[src/rtl/distortion_pkg.sv]
// Shared mode encoding, fixed-point constants and saturation helper
// for the multimode distortion stage.
package distortion_pkg;

   typedef enum logic [1:0] {
      DIST_BYPASS = 2'd0,
      DIST_HARD   = 2'd1,
      DIST_SOFT   = 2'd2
   } dist_mode_e;

   localparam int GAIN_FRAC  = 4;
   localparam int SOFT_SHIFT = 2;
   // Working width for saturation; must cover DATA_WIDTH+GAIN_WIDTH+1.
   localparam int SAT_W      = 128;

   // Clamp a wide signed value into the signed range of a dw-bit word.
   function automatic logic signed [SAT_W-1:0] sat_signed(
      input logic signed [SAT_W-1:0] v,
      input int                      dw
   );
      logic signed [SAT_W-1:0] hi;
      logic signed [SAT_W-1:0] lo;
      hi = (SAT_W'(1) << (dw - 1)) - SAT_W'(1);
      lo = ~hi;
      if (v > hi) return hi;
      if (v < lo) return lo;
      return v;
   endfunction

endpackage

[src/rtl/dist_gain_sat.sv]
// Pre-gain multiply (signed sample x unsigned Q.4 gain), rescale and
// saturate back to sample width; bypass passes the sample untouched.
module dist_gain_sat
   import distortion_pkg::*;
#(
   parameter int DATA_WIDTH = 32,
   parameter int GAIN_WIDTH = 8
) (
   input  logic signed [DATA_WIDTH-1:0] x,
   input  logic        [GAIN_WIDTH-1:0] gain,
   input  logic                         bypass,
   output logic signed [DATA_WIDTH-1:0] v,
   output logic                         sat
);

   localparam int PW = DATA_WIDTH + GAIN_WIDTH + 1;

   logic signed [PW-1:0]    xe;
   logic signed [PW-1:0]    ge;
   logic signed [PW-1:0]    p;
   logic signed [PW-1:0]    ps;
   logic signed [SAT_W-1:0] pw;
   logic signed [SAT_W-1:0] vs;

   always_comb begin
      xe = PW'(x);
      ge = $signed(PW'(gain));
      p  = xe * ge;
      ps = p >>> GAIN_FRAC;
      pw = SAT_W'(ps);
      vs = sat_signed(pw, DATA_WIDTH);
      if (bypass) begin
         v   = x;
         sat = 1'b0;
      end else begin
         v   = vs[DATA_WIDTH-1:0];
         sat = (vs != pw);
      end
   end

endmodule

[src/rtl/distortion_multimode.sv]
// Three-stage distortion pipeline: capture, gain/saturate, clip shaper.
// Carries channel tags alongside samples and keeps sticky per-channel clip flags.
module distortion_multimode
   import distortion_pkg::*;
#(
   parameter int DATA_WIDTH = 32,
   parameter int GAIN_WIDTH = 8,
   parameter int NUM_CH     = 2,
   localparam int CH_W      = (NUM_CH > 1) ? $clog2(NUM_CH) : 1
) (
   input  logic                         CLK,
   input  logic                         rst,
   input  logic                         en,
   input  logic                         audio_ready,
   input  logic signed [DATA_WIDTH-1:0] x,
   input  logic        [CH_W-1:0]       ch_in,
   input  logic        [1:0]            mode,
   input  logic        [GAIN_WIDTH-1:0] gain,
   input  logic        [DATA_WIDTH-2:0] thresh,
   input  logic                         clr_ind,
   output logic signed [DATA_WIDTH-1:0] y,
   output logic                         y_valid,
   output logic        [CH_W-1:0]       ch_out,
   output logic                         clip,
   output logic        [NUM_CH-1:0]     indicator
);

   localparam int DW     = DATA_WIDTH;
   localparam int STAGES = 3;

   typedef struct packed {
      logic [DW-1:0]         x;
      logic [CH_W-1:0]       ch;
      dist_mode_e            mode;
      logic [GAIN_WIDTH-1:0] gain;
      logic [DW-2:0]         thresh;
   } s1_t;

   typedef struct packed {
      logic [DW-1:0]   v;
      logic            sat;
      logic [CH_W-1:0] ch;
      dist_mode_e      mode;
      logic [DW-2:0]   thresh;
   } s2_t;

   logic [STAGES:1] vld_pipe;
   s1_t             s1;
   s2_t             s2;
   dist_mode_e      eff_mode;

   logic signed [DW-1:0]    gs_v;
   logic                    gs_sat;

   logic [DW-1:0]           thr;
   logic [DW-1:0]           mag;
   logic [DW-1:0]           lim;
   logic                    neg;
   logic                    over;
   logic signed [DW:0]      signed_res;
   logic signed [SAT_W-1:0] res_wide;
   logic signed [SAT_W-1:0] res_sat;
   logic [DW-1:0]           y_nxt;
   logic                    clip_nxt;
   logic [NUM_CH-1:0]       ind_nxt;

   // Disabled stage and the reserved mode both collapse to bypass at capture.
   assign eff_mode = (en && mode != 2'd3) ? dist_mode_e'(mode) : DIST_BYPASS;

   dist_gain_sat #(
      .DATA_WIDTH (DATA_WIDTH),
      .GAIN_WIDTH (GAIN_WIDTH)
   ) u_gain_sat (
      .x      ($signed(s1.x)),
      .gain   (s1.gain),
      .bypass (s1.mode == DIST_BYPASS),
      .v      (gs_v),
      .sat    (gs_sat)
   );

   // Magnitude of the most negative value is 2^(DW-1), which still fits unsigned.
   always_comb begin
      thr  = {1'b0, s2.thresh};
      neg  = s2.v[DW-1];
      mag  = neg ? (~s2.v + DW'(1)) : s2.v;
      over = (s2.mode != DIST_BYPASS) && (mag > thr);
      lim  = mag;
      if (over) begin
         case (s2.mode)
            DIST_HARD: lim = thr;
            DIST_SOFT: lim = thr + ((mag - thr) >> SOFT_SHIFT);
            default:   lim = mag;
         endcase
      end
      signed_res = neg ? -$signed({1'b0, lim}) : $signed({1'b0, lim});
      res_wide   = SAT_W'(signed_res);
      res_sat    = sat_signed(res_wide, DW);
      y_nxt      = res_sat[DW-1:0];
      clip_nxt   = s2.sat | over | (res_sat != res_wide);
   end

   // Set beats clear for the channel whose clipped sample is emitted this cycle.
   always_comb begin
      ind_nxt = '0;
      for (int i = 0; i < NUM_CH; i++) begin
         ind_nxt[i] = (indicator[i] & ~clr_ind)
                    | (vld_pipe[2] & clip_nxt & (32'(s2.ch) == i));
      end
   end

   always_ff @(posedge CLK or negedge rst) begin
      if (!rst) begin
         vld_pipe  <= '0;
         s1        <= '0;
         s2        <= '0;
         y         <= '0;
         ch_out    <= '0;
         clip      <= 1'b0;
         indicator <= '0;
      end else begin
         vld_pipe <= {vld_pipe[STAGES-1:1], audio_ready};
         if (audio_ready) begin
            s1.x      <= x;
            s1.ch     <= ch_in;
            s1.mode   <= eff_mode;
            s1.gain   <= gain;
            s1.thresh <= thresh;
         end
         if (vld_pipe[1]) begin
            s2.v      <= gs_v;
            s2.sat    <= gs_sat;
            s2.ch     <= s1.ch;
            s2.mode   <= s1.mode;
            s2.thresh <= s1.thresh;
         end
         if (vld_pipe[2]) begin
            y      <= y_nxt;
            clip   <= clip_nxt;
            ch_out <= s2.ch;
         end
         indicator <= ind_nxt;
      end
   end

   assign y_valid = vld_pipe[STAGES];

endmodule
[config.mk]
export PLATFORM = sky130hd
export DESIGN_NAME = distortion_multimode
export DESIGN_NICKNAME = d
export VERILOG_FILES = /design/src/rtl/distortion_pkg.sv /design/src/rtl/dist_gain_sat.sv /design/src/rtl/distortion_multimode.sv
export SDC_FILE = /design/constraint.sdc
export NUM_CORES = 1
export LEC_CHECK = 0
export BUFFER_PORTS_ARGS = -buffer_cell sky130_fd_sc_hd__buf_2
export CELL_PAD_IN_SITES_DETAIL_PLACEMENT = 2
export CELL_PAD_IN_SITES_GLOBAL_PLACEMENT = 2
export CORE_ASPECT_RATIO = 0.9
export CORE_MARGIN = 2
export CORE_UTILIZATION = 40
export DETAILED_ROUTE_END_ITERATION = 10
export HOLD_SLACK_MARGIN = 0.15
export PLACE_DENSITY_LB_ADDON = 0.05
export SKIP_CTS_REPAIR_TIMING = 1
export SYNTH_ARGS = -nofsm -noshare
export SYNTH_HDL_FRONTEND = slang
export SYNTH_HIERARCHICAL = 1
export SYNTH_SLANG_ARGS = --single-unit
[constraint.sdc]
create_clock -name CLK -period 8.6 [get_ports CLK]
set_input_delay 1.29 -clock CLK [delete_from_list [all_inputs] [get_ports CLK]]
set_output_delay 1.29 -clock CLK [all_outputs]
set_load 0.03 [all_outputs]
# Word-level counts from Yosys, hierarchy flattened
# Cells that the tools add are included.
# totals
ff_bits,180
out_inout_bits,37
wordCells,67
inputBits,79
# op_classes
n_eq_ne,5
muxes,21
n_bitwise,12
n_reduce_logical,4
addsub,4
n_lt_le_gt_ge,5
n_mul,1
# ops
cell,count
$mux 128,8
$ne 128x33->1,1
$ne 128x37->1,1
$mux 32,3
$pmux 32 s2,1
$mul 32x9->41,1
$gt 37x32->1 const B,1
$lt 37x32->1 const B,1
$gt 33x32->1 const B,1
$lt 33x32->1 const B,1
$mux 33,1
$neg 32->33,1
$add 31x30->32,1
$add 32x1->32 const B,1
$gt 32x31->1,1
$not 32->32,1
$sub 32x31->32,1
$mux 1,7
$and 1x1->1,5
$or 1x1->1,4
$eq 2x1->1 const B,1
$eq 2x2->1 const B,1
$logic_and 1x1->1,2
$logic_not 2->1,1
4 further kinds,5

# Logic depth before layout (Yosys ltp)
# Gate-level depths: netlist of run 1.
# depth
word_depth,19
depth_mapped,34

# Hierarchy
# Netlist of run 1, hierarchy kept.
# by_module_without_submodules
module,seq_area_each_um2,area_each_um2,instances,cells_per_inst
distortion_multimode,4504.3,13003.7,1,1458
dist_gain_sat,0.0,10042.1,1,1242

# Least setup slack after synthesis of run 1
# No wires, ideal clock.
# synth_path
path_kind,flip-flop to flip-flop
startpoint,register s2[38] (netlist name)
endpoint,register y[1]
setup_slack_ps,1446
t_required_ps,8477
setup_time_ps,123
stages_incl_launch_ff,35
arrival_time_ps,7031
cell_sequence,dfrtp_1 buf_6 or4_4 buf_6 or3_1 buf_2 o21ai_0 xor2_1 inv_1 ha_1 and3_1 a21oi_1 o21ai_0 a21o_1 o311ai_0 a21oi_1 o21a_1 o21a_1 o21a_1 or3_1 nand2_1 xnor2_1 ha_1 clkbuf_1 a2111oi_0 a21oi_1 a21o_1 a21oi_1 o211ai_1 o32a_1 nand4bb_4 mux2_4 buf_6 nand2_1 a21oi_1
# synth_via
elab_chain_cells,14
word_cells_on_any_way,19
cone_classes,add/sub: 4; order compare: 3; mux: 10; bitwise: 1; reduce/logical: 1
# synth_rtl
item,line_no,text
start: declaration,distortion_multimode.sv:49,s2_t s2;
$not 32->32,distortion_multimode.sv:85,mag = neg ? (~s2.v + DW'(1)) : s2.v;
$add 32x1->32,distortion_multimode.sv:85,
$mux 32 *,distortion_multimode.sv:85,
$sub 32x31->32,distortion_multimode.sv:91,DIST_SOFT: lim = thr + ((mag - thr) >> SOFT_SHIFT);
$add 31x30->32,distortion_multimode.sv:91,
$pmux 32 s2,distortion_multimode.sv:89,case (s2.mode)
$mux 32 *,distortion_multimode.sv:88,if (over) begin
$neg 32->33,distortion_multimode.sv:95,"signed_res = neg ? -$signed({1'b0, lim}) : $signed({1'b0, lim});"
$mux 33 *,distortion_multimode.sv:95,
$lt 33x32->1,distortion_pkg.sv:26,if (v < lo) return lo;
$mux 1 (2 in a row),distortion_pkg.sv:26,
$mux 128,distortion_pkg.sv:27,return v;
$mux 128 *,distortion_pkg.sv:26,
end signal: assignment,distortion_multimode.sv:137,y <= y_nxt;
end: declaration,distortion_multimode.sv:21,"output logic signed [DATA_WIDTH-1:0] y,"
# Mark *: on every way between the ends. The rest lies on a longest branch, timed or not. The select of a mux whose other input is x is not followed.
# A chain may end at the register's enable or synchronous reset.

# Final worst setup path of run 1
# layout_path
startpoint,register s2[38] (netlist name)
endpoint,register y[25]
# The elaborated chain is that of the path after synthesis.

==> metrics.txt, run 1 <==
# TYPE chip_impl_metric gauge
chip_impl_info{name="synth_top_flop_cell",value="dfrtp_1"} 1
chip_impl_metric{name="max_slew_margin",unit=""} 0.339
chip_impl_metric{name="clock.fmax",unit="MHz"} 121
chip_impl_metric{name="wirelength_per_cell",unit="um"} 24.1
chip_impl_metric{name="ff2ff_path_depth",unit=""} 30
chip_impl_info{name="outcome",value="complete, no violations"} 1
chip_impl_metric{name="clk_transition_reported_paths",unit="ns"} 0.08
chip_impl_metric{name="route.detailed.drc",unit=""} 0
chip_impl_metric{name="worst-path-buf-inv",unit=""} 2
chip_impl_info{name="post-synth-top-area-cell",value="dfrtp_1"} 1
chip_impl_metric{name="dpl.cell_count",unit=""} 3477
chip_impl_metric{name="n_antenna_cell",unit=""} 0
chip_impl_metric{name="post_placement_setup_slack",unit="ns"} 0.107
chip_impl_metric{name="grtUsageTotal",unit=""} 0.288
chip_impl_metric{name="area_growth_syn_to_layout",unit="%"} 8.67
chip_impl_info{name="crit_path_start_kind",value="flip-flop"} 1
chip_impl_metric{name="detail_route.vias_per_cell",unit=""} 5.83
chip_impl_metric{name="ys_async_sr_fraction",unit=""} 1.00
chip_impl_metric{name="syn_inst",unit=""} 2700
chip_impl_info{name="timing.critical_path.max_delay_family",value="compound AO/OA/AOI/OAI gates"} 1
chip_impl_metric{name="layout-drive-gt1-share",unit=""} 0.135
chip_impl_info{name="crit_end",value="y[25]"} 1
chip_impl_metric{name="crit_arrival",unit="ns"} 8.67
chip_impl_metric{name="finish.net_count",unit=""} 3161
chip_impl_metric{name="finalClockSkew",unit="ns"} 0.0256
chip_impl_info{name="cp-end-kind",value="flip-flop"} 1
chip_impl_metric{name="cts_max_path_buffers",unit=""} 2
chip_impl_info{name="yosys.cell_count.top_type",value="inv_1"} 1
chip_impl_metric{name="initial_core_util",unit=""} 0.404
chip_impl_metric{name="worst-slew-pin-transition",unit="ns"} 0.988
chip_impl_metric{name="count_of_non_filler_cells_in_the_finished_layout",unit=""} 3514
chip_impl_metric{name="detailedPlacementHpwl",unit="um"} 65600
chip_impl_metric{name="synth.cell_area",unit="sq um"} 23000
chip_impl_metric{name="cts_buffers",unit=""} 17
chip_impl_metric{name="io_pins",unit=""} 116
chip_impl_metric{name="die_y",unit="um"} 232
chip_impl_info{name="clock_tree_from_tritoncts",value="built"} 1
chip_impl_metric{name="slew_viol_final",unit=""} 0
chip_impl_metric{name="final_core_utilization",unit=""} 0.439
chip_impl_metric{name="syn_warnings",unit=""} 6
chip_impl_metric{name="clkLatencyLatePin",unit="ns"} 0.52
chip_impl_metric{name="die_width",unit="um"} 257
chip_impl_metric{name="count_of_nets_left_with_antenna_violations_after_detail_routing",unit=""} 0
chip_impl_metric{name="wirelength",unit="um"} 84700
chip_impl_metric{name="grt_pass1_wl",unit="um"} 133000
chip_impl_metric{name="max_cap_violations",unit=""} 0
chip_impl_metric{name="finalWorstPathRequiredPeriod",unit="ns"} 8.30
chip_impl_metric{name="placementRows",unit=""} 83
chip_impl_metric{name="worstPathRequired",unit="ns"} 8.97
chip_impl_info{name="timing.setup.critical_path_class",value="flip-flop to flip-flop"} 1
chip_impl_metric{name="timing.final.crit_share",unit=""} 0.965
chip_impl_info{name="setup_crit_start",value="s2[38]"} 1
chip_impl_metric{name="ys_types",unit=""} 103
chip_impl_metric{name="detail_route.first_pass.iterations",unit=""} 7
chip_impl_metric{name="routed-via-count",unit=""} 20478
chip_impl_metric{name="number_of_flops_mapped_to_enable_cells_by_yosys",unit=""} 0
chip_impl_metric{name="first_global_vias",unit=""} 22707
chip_impl_metric{name="numClockSinks",unit=""} 180
chip_impl_metric{name="globalRouteOverflowTotal",unit=""} 0
chip_impl_info{name="min_from",value="s1[24]"} 1
chip_impl_metric{name="die_area",unit="sq um"} 59600
chip_impl_metric{name="worst_slack",unit="ns"} 0.302
chip_impl_metric{name="drt_first_iter_violations",unit=""} 1202
chip_impl_metric{name="synth_fp_nets",unit=""} 3125
chip_impl_metric{name="pin_count_of_the_biggest_net_entering_global_routing",unit=""} 67
chip_impl_metric{name="yosysSeqAreaShare",unit=""} 0.195
chip_impl_metric{name="critical-path-max-stage-delay",unit="ns"} 0.59
chip_impl_metric{name="path_depth",unit=""} 30
chip_impl_info{name="critical_path.reg2reg.startpoint",value="s2[38]"} 1
chip_impl_metric{name="htreeDepth",unit=""} 4
chip_impl_metric{name="port_buffers",unit=""} 115
chip_impl_metric{name="core_area",unit="sq um"} 57000
chip_impl_metric{name="placer_congestion_estimate",unit=""} 0.907
chip_impl_metric{name="whs",unit="ns"} 0.489
chip_impl_info{name="netlist_top_cells_area",value="dfrtp_1 (20%), fa_1 (17%), ha_1 (8.0%)"} 1
chip_impl_metric{name="final-hold-violation-count",unit=""} 0
chip_impl_metric{name="grt_antenna_before_repair",unit=""} 1
chip_impl_info{name="ranking_of_synthesized_cells_by_instance_count",value="inv_1 (322), nand2_1 (284), fa_1 (199)"} 1
chip_impl_info{name="cts.root.buffer_cell",value="clkbuf_16"} 1
chip_impl_info{name="ff_to_ff_end",value="y[25]"} 1
chip_impl_metric{name="worstPathMaxFanout",unit=""} 9
chip_impl_metric{name="synth.top_cell.area_share",unit=""} 0.195
chip_impl_info{name="slowest_stage",value="or4_4"} 1
chip_impl_metric{name="post_synth.cell_area_avg",unit="sq um"} 8.54
chip_impl_metric{name="r2r_slack",unit="ns"} 0.30
chip_impl_info{name="hold_class",value="flip-flop to flip-flop"} 1
chip_impl_metric{name="number_of_flip_flops_and_latches_in_the_synthesized_netlist",unit=""} 180
chip_impl_metric{name="setup_violations",unit=""} 0
registers in the layout, indices dropped and copies added (netlist names):
register   flops
s1            74
s2            66
y             32
vld_pipe       3
indicator      2
ch_out         1
clip           1
neg            1
layout make-up:
type,instances,area [sq um]
Clock inverter,14,181
Tap cell,765,957
Multi-Input combinational cell,2056,16800
Fill cell,6385,32000
Clock buffer,18,439
Timing Repair Buffer,158,910
Sequential cell,180,4520
Inverter,323,1210
tightest hold or removal path, stage by stage (launching register included):
cell and delay, ns:
dfrtp_1 0.35, nand2_1 0.05, o21ai_0 0.06
logic make-up after synthesis:
group | synth area share
AND/OR/NAND/NOR | 0.189
multiplexers | 0.0617
buffers and inverters | 0.0804
XOR/XNOR | 0.0441
flip-flops | 0.195
adder cells (fa/ha/maj) | 0.253
AO/OA/AOI/OAI | 0.177
placed cells by master (no fill, tap or decap), drive strengths merged, types with 12 or more instances in the layout:
cell type,netlist,routed
inv,323,332
nand2,287,287
fa,199,199
dfrtp,180,180
and2,163,163
buf,45,157
a21oi,152,152
o21ai,151,151
ha,147,147
nor2,138,138
mux2,113,115
xnor2,83,83
nor3,46,46
o21a,44,44
nand3,40,40
o211ai,40,40
nand4,35,35
xor2,33,33
a21o,25,25
nand2b,24,24
o31ai,24,24
and3,23,23
or3,21,21
a31oi,19,19
clkbuf,98,19
a211oi,17,17
nor4,15,15
o41ai,13,13
or4,12,12
how the worst min path moves through the flow:
| stage | end | slack [ns] | depth (start not counted) |
|---|---|---|---|
| after detailed placement | s2[29] | 0.48 | 2 |
| after global routing | s1[20] | 0.53 | 1 |
| final | s2[24] | 0.49 | 2 |
| after global placement | s2[24] | 0.46 | 2 |
| after CTS | s2[29] | 0.50 | 2 |
| after floorplan | vld_pipe[3] | 0.35 | 0 |
metal layers:
layer	vias to the layer above	track usage	share of wire
li1	9306	-	-
met1	10687	0.402	0.48
met2	391	0.471	0.46
met3	94	0.0329	0.038
met4	0	0.0810	0.021
met5	-	0	0
stage by stage:
step                      TNS, ns  cell area [sq um]
final                           0              25000
after global routing        -1.64              25000
after CTS                 -0.0549              24900
after detailed placement        0              24300
after global placement          0              24300
after floorplan                 0              23000
Power of run 1 is left out: the tool's default activity adds up to more than one toggle a clock period on the data nets, which glitch-free logic cannot reach.
==> run 2, diff against run 1 <==
- ABC_AREA: default -> 1
- CORE_UTILIZATION: 40 -> 36
==> run 2 against run 1 <==
Global-route usage shrank 1.1 points. Non-clock buffer count shrank 19. Die area grew 19%. Largest cell class unchanged. Critical path type unchanged. Cell area grew 6.7%. Critical path depth grew 17. Utilization shrank 4.8 points.
==> metrics.txt, run 2 <==
# TYPE chip_impl_metric gauge
chip_impl_info{name="outcome",value="complete, no violations"} 1
chip_impl_metric{name="number_of_flip_flops_and_latches_in_the_synthesized_netlist",unit=""} 180
chip_impl_info{name="timing.setup.critical_path_class",value="flip-flop to flip-flop"} 1
chip_impl_metric{name="cts_max_path_buffers",unit=""} 2
chip_impl_info{name="critical_path.reg2reg.startpoint",value="s2[35]"} 1
chip_impl_metric{name="detail_route.first_pass.iterations",unit=""} 4
chip_impl_metric{name="io_pins",unit=""} 116
chip_impl_metric{name="die_width",unit="um"} 281
chip_impl_metric{name="drt-met1-wl",unit="um"} 42300
chip_impl_metric{name="whs",unit="ns"} 0.492
chip_impl_metric{name="placementRows",unit=""} 91
chip_impl_metric{name="layout-drive-gt1-share",unit=""} 0.105
chip_impl_metric{name="area_growth_syn_to_layout",unit="%"} 7.79
chip_impl_metric{name="clk_transition_reported_paths",unit="ns"} 0.10
chip_impl_metric{name="worstPathMaxFanout",unit=""} 32
chip_impl_metric{name="syn_inst",unit=""} 3695
chip_impl_metric{name="met2RoutedLength",unit="um"} 48900
chip_impl_metric{name="synth.top_cell.area_share",unit=""} 0.182
chip_impl_info{name="clock_tree_from_tritoncts",value="built"} 1
chip_impl_metric{name="die_y",unit="um"} 253
chip_impl_info{name="grt_setup_unrepaired",value="no"} 1
chip_impl_metric{name="grt_pass1_wl",unit="um"} 151000
chip_impl_info{name="crit_path_start_kind",value="flip-flop"} 1
chip_impl_metric{name="ys_async_sr_fraction",unit=""} 1.00
chip_impl_info{name="ff_to_ff_end",value="clip"} 1
chip_impl_info{name="synth_top_flop_cell",value="dfrtp_1"} 1
chip_impl_metric{name="placer_congestion_estimate",unit=""} 0.888
chip_impl_metric{name="n_antenna_cell",unit=""} 0
chip_impl_info{name="highest_signal_layer_in_the_routed_design",value="met4"} 1
chip_impl_info{name="crit_end",value="clip"} 1
chip_impl_metric{name="max_slew_margin",unit=""} 0.165
chip_impl_metric{name="crit_arrival",unit="ns"} 7.93
chip_impl_info{name="timing.critical_path.max_delay_family",value="simple AND/OR/NAND/NOR gates"} 1
chip_impl_info{name="cp_common_cell",value="nand2_1"} 1
chip_impl_metric{name="post_placement_setup_slack",unit="ns"} 1.10
chip_impl_metric{name="finalClockSkew",unit="ns"} 0.0270
chip_impl_metric{name="detailedPlacementHpwl",unit="um"} 79400
chip_impl_metric{name="clock.fmax",unit="MHz"} 132
chip_impl_metric{name="clkLatencyLatePin",unit="ns"} 0.51
chip_impl_metric{name="detail_route.vias_per_cell",unit=""} 5.04
chip_impl_metric{name="drt_first_iter_violations",unit=""} 893
chip_impl_info{name="mostFrequentLayoutCells",value="nand2_1 (1175), inv_1 (800), nor2_1 (260), fa_1 (199), dfrtp_1 (178)"} 1
chip_impl_metric{name="grt_antenna_before_repair",unit=""} 0
chip_impl_metric{name="globalRouteOverflowTotal",unit=""} 0
chip_impl_metric{name="first_global_vias",unit=""} 26649
chip_impl_metric{name="port_buffers",unit=""} 115
chip_impl_metric{name="syn_warnings",unit=""} 6
chip_impl_metric{name="n_fill_cell",unit=""} 8406
chip_impl_metric{name="final_core_utilization",unit=""} 0.391
chip_impl_info{name="most_flop_heavy_register",value="s1"} 1
chip_impl_metric{name="final.setup.tns",unit="ns"} 0
chip_impl_metric{name="grtUsageTotal",unit=""} 0.277
chip_impl_info{name="cp-end-kind",value="flip-flop"} 1
chip_impl_metric{name="yosysSeqAreaShare",unit=""} 0.182
chip_impl_metric{name="count_of_nets_left_with_antenna_violations_after_detail_routing",unit=""} 0
chip_impl_metric{name="cts_buffers",unit=""} 17
chip_impl_metric{name="htreeDepth",unit=""} 4
chip_impl_metric{name="wirelength_per_cell",unit="um"} 20.6
chip_impl_metric{name="worst_slack",unit="ns"} 1.05
chip_impl_metric{name="timing.final.crit_share",unit=""} 0.878
chip_impl_metric{name="initial_core_util",unit=""} 0.363
chip_impl_metric{name="number_of_flip_flops_under_the_largest_register_name",unit=""} 74
chip_impl_metric{name="finish.net_count",unit=""} 4152
chip_impl_info{name="post-synth-top-area-cell",value="dfrtp_1"} 1
chip_impl_metric{name="max_cap_violations",unit=""} 0
chip_impl_info{name="layout_commonest_cell",value="nand2_1"} 1
chip_impl_info{name="largest_registers",value="s1: 74 flops, s2: 66 flops, y: 32 flops"} 1
chip_impl_info{name="ranking_of_synthesized_cells_by_instance_count",value="nand2_1 (1175), inv_1 (801), nor2_1 (260)"} 1
chip_impl_info{name="netlist_top_cells_area",value="dfrtp_1 (18%), nand2_1 (18%), fa_1 (16%)"} 1
chip_impl_metric{name="routed-via-count",unit=""} 23282
chip_impl_info{name="slowest_stage",value="dfrtp_1"} 1
chip_impl_metric{name="r2r_slack",unit="ns"} 1.05
chip_impl_metric{name="ys_types",unit=""} 57
chip_impl_metric{name="slew_viol_final",unit=""} 0
chip_impl_metric{name="setup_violations",unit=""} 0
chip_impl_metric{name="wirelength",unit="um"} 95400
chip_impl_metric{name="route.detailed.drc",unit=""} 0
chip_impl_metric{name="synth_fp_nets",unit=""} 4120
chip_impl_metric{name="worst-path-buf-inv",unit=""} 4
chip_impl_metric{name="wl_met3",unit="um"} 1690
chip_impl_metric{name="number_of_flops_mapped_to_enable_cells_by_yosys",unit=""} 0
chip_impl_metric{name="die_area",unit="sq um"} 71000
chip_impl_metric{name="pin_count_of_the_biggest_net_entering_global_routing",unit=""} 78
chip_impl_info{name="hold_class",value="flip-flop to flip-flop"} 1
chip_impl_metric{name="ff2ff_path_depth",unit=""} 47
chip_impl_info{name="cts.root.buffer_cell",value="clkbuf_16"} 1
chip_impl_metric{name="worst-slew-pin-transition",unit="ns"} 1.25
chip_impl_metric{name="worstPathRequired",unit="ns"} 8.98
chip_impl_info{name="yosys.cell_count.top_type",value="nand2_1"} 1
chip_impl_metric{name="numClockSinks",unit=""} 180
chip_impl_info{name="setup_crit_start",value="s2[35]"} 1
chip_impl_metric{name="critical-path-max-stage-delay",unit="ns"} 0.40
chip_impl_metric{name="post_synth.cell_area_avg",unit="sq um"} 6.71
chip_impl_metric{name="path_depth",unit=""} 47
chip_impl_metric{name="finalWorstPathRequiredPeriod",unit="ns"} 7.55
chip_impl_metric{name="synth.cell_area",unit="sq um"} 24800
chip_impl_metric{name="final-hold-violation-count",unit=""} 0
chip_impl_metric{name="core_area",unit="sq um"} 68300
run 2: logic make-up (layout without fill, tap and decap cells):
kind of cell    after synthesis  in the layout  synth area share
compound gates              322            322            0.0774
flops                       180            180             0.182
simple gates               1762           1762             0.297
fa+ha+maj                   346            346             0.235
xor+xnor                     75             75            0.0265
mux                          80             80            0.0364
buf+inv                     930            975             0.146
run 2: worst min path at each step:
| stage | from | endpoint | slack (ns) | depth (start not counted) |
|---|---|---|---|---|
| 6_report | s1[5] | s2[5] | 0.49 | 2 |
| 5_1_grt | s1[2] | s2[2] | 0.53 | 2 |
| 4_1_cts | s1[5] | s2[5] | 0.50 | 2 |
| 3_5_place_dp | s1[2] | s2[2] | 0.49 | 2 |
| 3_3_place_gp | s1[7] | s2[7] | 0.46 | 2 |
| 2_1_floorplan | vld_pipe[1] | vld_pipe[2] | 0.35 | 0 |
run 2: worst reg2reg max path: cells and delay by family, from the launching register on:
family | cells | cell delay [ns]
flip-flops | 1 | 0.40
AND/OR/NAND/NOR | 28 | 3.06
buffers and inverters | 4 | 0.44
adder cells (fa/ha/maj) | 3 | 0.94
XOR/XNOR | 1 | 0.28
AO/OA/AOI/OAI | 11 | 2.31
run 2: final cells by class:
type                            count  area (sq um)  share of cell area
Sequential cell                   180          4510               0.169
Clock buffer                       17           425              0.0159
Clock inverter                     15           219             0.00820
Tap cell                          883          1100              0.0414
Inverter                          804          3020               0.113
Timing Repair Buffer              139           767              0.0287
Multi-Input combinational cell   2585         16700               0.624
run 2: per-layer routing:
| metal | global-route usage | up-vias |
|---|---|---|
| li1 | - | 11195 |
| met4 | 0.0804 | 0 |
| met2 | 0.508 | 212 |
| met3 | 0.0280 | 94 |
| met5 | 0 | - |
| met1 | 0.341 | 11781 |
run 2: through the flow:
step                      cells  cell area, sq um
final                      4623             26700
after global routing       4623             26700
after CTS                  4623             26700
after detailed placement   4591             26100
after global placement     4591             26100
after floorplan            3695             24800
Power of run 2 is left out for the same reason.
==> run 3, diff against run 2 <==
- MAX_ROUTING_LAYER: default -> met4
- SYNTH_HIERARCHICAL: 1 -> default
==> run 3 against run 2 <==
Critical path depth shrank 23. Non-clock buffer count grew 4. Sequential cell count is the same. Clock-buffer cell count is the same. Cell count shrank 5.2%. First-iteration DRC count shrank 16%. Sequential share of layout area grew 0.73 points. Largest cell class unchanged. Highest routed layer unchanged.
==> metrics.txt, run 3 <==
# TYPE chip_impl_metric gauge
chip_impl_info{name="outcome",value="complete, no violations"} 1
chip_impl_info{name="cp-end-kind",value="flip-flop"} 1
chip_impl_metric{name="setup_violations",unit=""} 0
chip_impl_metric{name="synth_fp_nets",unit=""} 3900
chip_impl_metric{name="syn_inst",unit=""} 3475
chip_impl_metric{name="grtUsageMet2",unit=""} 0.485
chip_impl_metric{name="worstPathRequired",unit="ns"} 8.96
chip_impl_metric{name="routed-via-count",unit=""} 22236
chip_impl_metric{name="critical-path-max-stage-delay",unit="ns"} 1.11
chip_impl_metric{name="final.setup.tns",unit="ns"} 0
chip_impl_metric{name="finish.net_count",unit=""} 3930
chip_impl_metric{name="ff2ff_path_depth",unit=""} 24
chip_impl_metric{name="worst_slack",unit="ns"} 0.676
chip_impl_metric{name="layout-drive-gt1-share",unit=""} 0.0910
chip_impl_metric{name="grtUsageTotal",unit=""} 0.274
chip_impl_info{name="slowest_stage",value="dfrtp_1"} 1
chip_impl_metric{name="htreeDepth",unit=""} 4
chip_impl_metric{name="use_met1",unit=""} 0.337
chip_impl_metric{name="synth.cell_area",unit="sq um"} 23700
chip_impl_metric{name="min_path_cells",unit=""} 2
chip_impl_metric{name="wirelength_per_cell",unit="um"} 20.0
chip_impl_info{name="hold_class",value="flip-flop to flip-flop"} 1
chip_impl_metric{name="grtUsageMet3",unit=""} 0.0209
chip_impl_info{name="netlist_top_cells_area",value="dfrtp_1 (19%), fa_1 (17%), nand2_1 (16%)"} 1
chip_impl_metric{name="number_of_flops_mapped_to_enable_cells_by_yosys",unit=""} 0
chip_impl_metric{name="worstPathMaxFanout",unit=""} 26
chip_impl_metric{name="wirelength",unit="um"} 87700
chip_impl_info{name="post-synth-top-area-cell",value="dfrtp_1"} 1
chip_impl_metric{name="max_cap_violations",unit=""} 0
chip_impl_metric{name="final-hold-violation-count",unit=""} 0
chip_impl_metric{name="io_pins",unit=""} 116
chip_impl_metric{name="detailedPlacementHpwl",unit="um"} 73000
chip_impl_metric{name="placer_congestion_estimate",unit=""} 0.977
chip_impl_metric{name="port_buffers",unit=""} 115
chip_impl_info{name="crit_path_start_kind",value="flip-flop"} 1
chip_impl_metric{name="worst-slew-pin-transition",unit="ns"} 1.15
chip_impl_metric{name="clock.fmax",unit="MHz"} 126
chip_impl_metric{name="numClockSinks",unit=""} 180
chip_impl_metric{name="die_width",unit="um"} 274
chip_impl_metric{name="detail_route.first_pass.iterations",unit=""} 5
chip_impl_metric{name="clkLatencyLatePin",unit="ns"} 0.50
chip_impl_metric{name="die_area",unit="sq um"} 67800
chip_impl_info{name="synth_top_flop_cell",value="dfrtp_1"} 1
chip_impl_info{name="clock_tree_from_tritoncts",value="built"} 1
chip_impl_metric{name="pin_count_of_the_biggest_net_entering_global_routing",unit=""} 85
chip_impl_metric{name="finalClockSkew",unit="ns"} 0.0213
chip_impl_metric{name="timing.final.crit_share",unit=""} 0.921
chip_impl_metric{name="number_of_flip_flops_and_latches_in_the_synthesized_netlist",unit=""} 180
chip_impl_metric{name="n_antenna_cell",unit=""} 0
chip_impl_metric{name="clk_transition_reported_paths",unit="ns"} 0.09
chip_impl_metric{name="ys_types",unit=""} 53
chip_impl_metric{name="cts_max_path_buffers",unit=""} 2
chip_impl_metric{name="die_y",unit="um"} 247
chip_impl_info{name="yosys.cell_count.top_type",value="nand2_1"} 1
chip_impl_info{name="most_flop_heavy_register",value="s1"} 1
chip_impl_metric{name="max_slew_margin",unit=""} 0.231
chip_impl_info{name="cells_along_the_critical_path",value="nand2_1 -> fa_1 -> inv_1 -> fa_1 -> inv_1 -> fa_1 -> inv_1 -> fa_1 -> ha_1 -> nand2_1 -> nor2_1 -> nand2_1 -> nor4_1 -> nand3_1 -> o2111ai_1 -> xor2_1 -> nor2_1 -> nand4_1 -> ha_1 -> clkinv_1 -> nand3_1 -> nand3_1 -> nand2_1 -> o21ai_0"} 1
chip_impl_metric{name="detail_route.vias_per_cell",unit=""} 5.07
chip_impl_info{name="ranking_of_synthesized_cells_by_instance_count",value="nand2_1 (1034), inv_1 (728), nor2_1 (211)"} 1
chip_impl_metric{name="initial_core_util",unit=""} 0.362
chip_impl_info{name="largest_registers",value="s1: 74 flops, s2: 66 flops, y: 32 flops"} 1
chip_impl_metric{name="globalRouteOverflowTotal",unit=""} 0
chip_impl_metric{name="count_of_non_filler_cells_in_the_finished_layout",unit=""} 4382
chip_impl_info{name="grt_most_used_layer",value="met2"} 1
chip_impl_metric{name="synth.top_cell.area_share",unit=""} 0.190
chip_impl_metric{name="area_growth_syn_to_layout",unit="%"} 8.24
chip_impl_info{name="cts.root.buffer_cell",value="clkbuf_16"} 1
chip_impl_metric{name="finalWorstPathRequiredPeriod",unit="ns"} 7.92
chip_impl_metric{name="post_synth.cell_area_avg",unit="sq um"} 6.81
chip_impl_metric{name="n_fill_cell",unit=""} 7952
chip_impl_metric{name="grt_pass1_wl",unit="um"} 140000
chip_impl_metric{name="crit_arrival",unit="ns"} 8.28
chip_impl_metric{name="post_placement_setup_slack",unit="ns"} 0.545
chip_impl_metric{name="path_depth",unit=""} 24
chip_impl_metric{name="dpl.cell_count",unit=""} 4350
chip_impl_metric{name="grt_antenna_before_repair",unit=""} 0
chip_impl_metric{name="first_global_vias",unit=""} 25187
chip_impl_info{name="timing.critical_path.max_delay_family",value="adder cells"} 1
chip_impl_info{name="timing.setup.critical_path_class",value="flip-flop to flip-flop"} 1
chip_impl_info{name="grt_setup_unrepaired",value="no"} 1
chip_impl_metric{name="cts_buffers",unit=""} 17
chip_impl_metric{name="slew_viol_final",unit=""} 0
chip_impl_metric{name="route.detailed.drc",unit=""} 0
chip_impl_metric{name="ys_async_sr_fraction",unit=""} 1.00
chip_impl_metric{name="count_of_nets_left_with_antenna_violations_after_detail_routing",unit=""} 0
chip_impl_metric{name="drt_first_iter_violations",unit=""} 748
chip_impl_metric{name="core_area",unit="sq um"} 65300
chip_impl_info{name="mostFrequentLayoutCells",value="nand2_1 (1034), inv_1 (728), nor2_1 (210), fa_1 (199), dfrtp_1 (177)"} 1
chip_impl_info{name="layout_commonest_cell",value="nand2_1"} 1
chip_impl_metric{name="worst-path-buf-inv",unit=""} 4
chip_impl_metric{name="yosysSeqAreaShare",unit=""} 0.190
chip_impl_metric{name="number_of_flip_flops_under_the_largest_register_name",unit=""} 74
chip_impl_metric{name="syn_warnings",unit=""} 0
chip_impl_metric{name="placementRows",unit=""} 89
==> run 3: through the flow <==
| stage | instance area (sq um) | hold WS (ns) | utilization |
|---|---|---|---|
| finish | 25600 | 0.484 | 0.392 |
| global route | 25600 | 0.518 | 0.392 |
| CTS | 25600 | 0.492 | 0.392 |
| detailed placement | 25000 | 0.468 | 0.382 |
| global placement | 25000 | 0.459 | 0.382 |
| floorplan | 23700 | 0.391 | - |
==> run 3: area by class of cell <==
class / instances / area (sq um) / share of cell area
multi-input combinational: 2429 / 15800 / 0.618
sequential: 180 / 4510 / 0.176
inverter: 734 / 2760 / 0.108
tap: 864 / 1080 / 0.0422
timing repair buffer: 143 / 797 / 0.0311
clock buffer: 17 / 425 / 0.0166
clock inverter: 15 / 223 / 0.00870
==> run 3: kinds of logic (layout without fill, tap and decap cells) <==
group	Yosys count	after routing	share of synthesized area
flops	180	180	0.190
fa+ha+maj	346	346	0.246
compound gates	390	390	0.0929
xor+xnor	103	103	0.0381
buf+inv	866	909	0.141
mux	42	42	0.0200
simple gates	1548	1548	0.271
==> run 3: layer usage <==
metal | vias up | share of wire
li1 | 10572 | -
met1 | 11405 | 0.45
met2 | 177 | 0.51
met3 | 82 | 0.013
met4 | 0 | 0.022
met5 | - | 0
==> run 3: worst paths after layout <==
| path | slack, ns | endpoint | from |
|---|---|---|---|
| min reg2reg | 0.48 | s2[1] | s1[1] |
| max in group asynchronous | 6.37 | s1[33] | rst |
| max | 0.68 | s2[37] | s1[34] |
| max reg2reg | 0.68 | s2[37] | s1[34] |
| min | 0.48 | s2[1] | s1[1] |
| min in group asynchronous | 0.87 | s1[51] | rst |
==> run 3: worst register-to-register path: stages (launching register included) <==
cell and delay (ns):
dfrtp_1 1.11, nand2_1 0.36, fa_1 0.63, inv_1 0.12, fa_1 0.56, inv_1 0.06
fa_1 0.55, inv_1 0.06, fa_1 0.48, ha_1 0.37, nand2_1 0.10, nor2_1 0.16
nand2_1 0.10, nor4_1 0.46, nand3_1 0.23, o2111ai_1 0.18, xor2_1 0.13, nor2_1 0.18
nand4_1 0.10, ha_1 0.59, clkinv_1 0.63, nand3_1 0.34, nand3_1 0.12, nand2_1 0.10
o21ai_0 0.07
Power of run 3 is left out for the same reason.
